==> src/rtl/osc_pkg.sv <==
// Shared constants for the tone oscillator path.
// Note dividers assume a 10 MHz system clock.
package osc_pkg;

  localparam int OSC_WIDTH       = 16;
  localparam int OSC_RESET_COUNT = 1;

  typedef logic [OSC_WIDTH-1:0] osc_word_t;

  localparam osc_word_t DIV_C4 = 16'd38222;
  localparam osc_word_t DIV_D4 = 16'd34052;
  localparam osc_word_t DIV_E4 = 16'd30337;
  localparam osc_word_t DIV_F4 = 16'd28635;
  localparam osc_word_t DIV_G4 = 16'd25510;
  localparam osc_word_t DIV_A4 = 16'd22727;
  localparam osc_word_t DIV_B4 = 16'd20248;
  localparam osc_word_t DIV_C5 = 16'd19111;

endpackage

==> src/rtl/oscillator_counter.sv <==
// Programmable-period phase counter: 1..divider, then wraps.
// divider of 0 or 1 pins count at 1.
module oscillator_counter
  import osc_pkg::*;
#(
  parameter int WIDTH = OSC_WIDTH
) (
  input  logic             clk,
  input  logic             rst,
  input  logic             en,
  input  logic [WIDTH-1:0] divider,
  output logic [WIDTH-1:0] count
);

  localparam logic [WIDTH-1:0] RST_VAL =
    WIDTH'(OSC_RESET_COUNT);

  logic [WIDTH-1:0] count_d;

  // >= also catches a divider lowered below count
  always_comb begin
    count_d = count;
    if (rst) begin
      count_d = RST_VAL;
    end else if (en) begin
      if (count >= divider) begin
        count_d = RST_VAL;
      end else begin
        count_d = count + WIDTH'(1);
      end
    end
  end

  always_ff @(posedge clk) begin
    count <= count_d;
  end

endmodule

==> config.mk <==
export PLATFORM = sky130hd
export DESIGN_NAME = oscillator_counter
export DESIGN_NICKNAME = d
export VERILOG_FILES = /design/src/rtl/osc_pkg.sv /design/src/rtl/oscillator_counter.sv
export SDC_FILE = /design/constraint.sdc
export NUM_CORES = 1
export LEC_CHECK = 0
export CAP_MARGIN = 20
export CORE_MARGIN = 2
export CORE_UTILIZATION = 48
export CTS_BUF_LIST = sky130_fd_sc_hd__clkbuf_8
export DETAILED_ROUTE_END_ITERATION = 16
export PLACE_DENSITY = 0.82
export SLEW_MARGIN = 20
export SYNTH_ARGS = -nofsm -noshare
export SYNTH_HDL_FRONTEND = slang
export SYNTH_SLANG_ARGS = --single-unit
==> constraint.sdc <==
create_clock -name clk -period 2.3 [get_ports clk]
set_input_delay 0.23 -clock clk [delete_from_list [all_inputs] [get_ports clk]]
set_output_delay 0.23 -clock clk [all_outputs]
set_load 0.05 [all_outputs]
==> results.md <==
* Fin worst setup slack at 0.102 ns
* Vias at ~1000
* Critical path type: input pin to register
* Share of post-route cells with drive strength above 1 at under 10%
* R2R Path End: count[13]
* Largest family of logic cells by synthesized area: simple AND/OR/NAND/NOR gates
* Setup violators final at 0
* FP Rows at 17
* Setup Fix Bufs, Post-CTS at 0
* Vias in the first global route at approximately 1000
* IO buf count at 34
* Final Hold Violating Endpoints at 0
* Largest area contributor in the netlist: dfxtp_1
* Crit path time final at ~2.2 ns
* Sequential share of the synthesized area at between 20 and 30%
* Reg-to-reg startpoint: count[13]
* Synth Area in Simple Gates at approximately a quarter
* Synth Area in Adders at 19.1%
* CTS Buffer Depth at 2
* Final HPWL DP at 1.99 mm
* CTS tree: built
* GRT overflow at 0
* Maximum number of pins on one net before global-route repair at 16
* Clock Skew at 0.00272 ns
* Boundary pin count at 35
* Synth Warn # at 0
* Slew headroom at 66.1%
* Post-Syn Area at 1110 sq um
* Die Height at between 50 and 60 um
* Finished Layout Cells at about 200
* Reg2Reg Depth at 7
* Synth unique cells at 27
* DRC viols at 0
* Initial antenna violation count at 0
* H-tree depth at 1
* RSZ-0062 raised after global routing: no
* Post-CTS Hold Buffers at 0
* Worst slew pin tran at a little over 0.5 ns
* Area contributors post-synth: dfxtp_1, ha_1, nor2_1
* Hold endpoint: count[0]
* # diodes at 0
* Yosys top cell area share at 28.8%
* Syn_nets at ~170
* Worst-Skew Late Latency at roughly 0.25 ns
* Root Buffer: clkbuf_8
* Final WL at approximately 2.6 mm
* Largest Register: count
* Die Area at between 2000 and 3000 sq um
* Top Registers: count: 16 flops
* First-pass GRT wire length at 4.54 mm
* Starting Density at between 50% and 60%
* Critical path arrival at approximately 2.3 ns
* F_max at around 450 MHz
* Core area at between 2000 and 2500 sq um
* Final Core Density at 70.9%
* FF+latch count, synth at 16
* Leakage at 0.692 nW
* Min-delay src: count[0]
* Total clock buffers created by CTS at 3
* Die Width at about 52 um
* Multiplexer share of the synthesized area at less than 1%
* Final Cycle Share at a little over nine tenths
* Via/cell ratio at around 5.2
* Worst path required time at about 2.4 ns
* Drt pass-1 iters at 4
* PnR Total Power at ~0.71 mW
* Worst VDD drop at approximately 0.0004 V
* Slew Viols, Final at 0
* Pre-CTS WS at -0.142 ns
* Post-synthesis compound-gate area fraction at roughly 7.5%
* Number of flip-flops in the largest register at 16
* Nets at between 200 and 250
* Worst min path class: register to register
* Antenna-violating nets left at 0
* Pwr Density at roughly 460 nW/um^2
* Layout area overhead at 40.9%
* CTS sink cnt at 16
* Avg WL per Cell at around 13 um
* GRT Total Usage at 22.5%
* Outcome: finished, final reports clean
* Iteration-0 DRC Markers at 11
* Fill count at approximately 180
* Worst-path maximum fanout at 15
* Hold depth at 2
* Post-Syn Area per Cell at 8.24 sq um
* CTS clock-pin slew for the worst setup and hold paths at 0.07 ns
* Routability cong. at between 0.8 and 0.9
* Post-CTS sizing at 0
* Flop2flop setup slack at approximately 0.18 ns
* Crit end category: register
* Syn Inst Count at roughly 140
* CP Launch Type: input pin
* Dpl cells at just under 200
* Maxcap violations at 0
* Post-Synth XOR/XNOR Area at about 11%
[cell usage after synthesis]
cell / count
a2111oi_0: 1
a211oi_1: 1
a21oi_1: 4
a2bb2oi_1: 1
a31oi_4: 1
and2_1: 1
and3_1: 2
and4_1: 2
buf_6: 1
clkbuf_1: 2
dfxtp_1: 16
ha_1: 17
inv_1: 16
mux2i_1: 1
nand2_1: 10
nand2b_1: 1
nand3_1: 8
nand4_1: 6
nor2_1: 20
nor2b_1: 2
nor3_1: 3
nor3_2: 1
o21a_1: 1
o21ai_0: 2
or4b_4: 1
xnor2_1: 7
xor2_1: 7
[cell families after synthesis]
kind of cell | count (synthesis)
compound gates | 11
xor+xnor | 14
fa+ha+maj | 17
buf+inv | 19
flops | 16
mux | 1
simple gates | 57
[routing by layer]
metal / vias to the layer above / global-route usage (%) / wire (um)
met5: - / 0 / 0
met4: 0 / 6.41 / 28
met3: 6 / 7.18 / 171
met2: 27 / 39.7 / 1360
met1: 482 / 26.0 / 1090
li1: 533 / - / -
[worst max-delay path, cell delays in order]
cell             delay (ns)
clkdlybuf4s50_1        0.45
inv_1                  0.04
ha_1                   0.29
nand4_1                0.17
nor3_2                 0.23
or4b_4                 0.50
a31oi_4                0.20
buf_12                 0.16
nor2_1                 0.06
[how the worst max path moves through the flow]
stage,startpoint,slack (ns),end,cells past startpoint
final,divider[13],0.10,count[13],9
after global routing,divider[15],0.002,count[5],9
after CTS,divider[15],0.1,count[13],9
after detailed placement,divider[15],-0.14,count[5],9
after global placement,divider[13],-0.09,count[6],9
after floorplan,count[13],0.03,count[1],7
[stage by stage]
step | hold slack [ns] | setup TNS, ns | area [sq um]
2_1_floorplan | 0.382 | 0 | 1110
3_3_place_gp | 0.502 | -1.33 | 1510
3_5_place_dp | 0.508 | -1.98 | 1510
4_1_cts | 0.518 | 0 | 1570
5_1_grt | 0.538 | 0 | 1570
6_report | 0.514 | 0 | 1570
[cell usage in the layout, fill, tap and decap left out]
master	Yosys	final
and3_1	2	2
buf_12	0	1
mux2i_1	1	1
a211oi_1	1	1
o21ai_0	2	2
a2bb2oi_1	1	1
a2111oi_0	1	1
clkdlybuf4s50_1	0	34
a31oi_4	1	1
o21a_1	1	1
ha_1	17	17
nand2_1	10	10
nor2_1	20	20
nand3_1	8	8
inv_1	16	16
xor2_1	7	7
nor2b_1	2	2
buf_4	0	3
nand4_1	6	6
xnor2_1	7	7
dfxtp_2	0	1
and4_1	2	2
clkbuf_8	0	4
nand2b_1	1	1
nor3_1	3	3
a21oi_1	4	4
and2_1	1	1
dfxtp_1	16	15
or4b_4	1	1
nor3_2	1	1
[final cells by class]
type / instances / area, sq um / area share (%)
inverters: 16 / 60.1 / 3.83
clock buffers: 4 / 55.1 / 3.51
well taps: 28 / 35.0 / 2.23
flip-flops and latches: 16 / 322 / 20.5
multi-input cells: 100 / 713 / 45.5
repair buffers: 38 / 383 / 24.4
[where the power goes]
group	internal [mW]	switching [mW]
sequential	0.287	0.0136
clock	0.152	0.0983
combinational	0.0792	0.0848
total	0.518	0.197
Note: power is estimated with default switching activity, not from simulation.
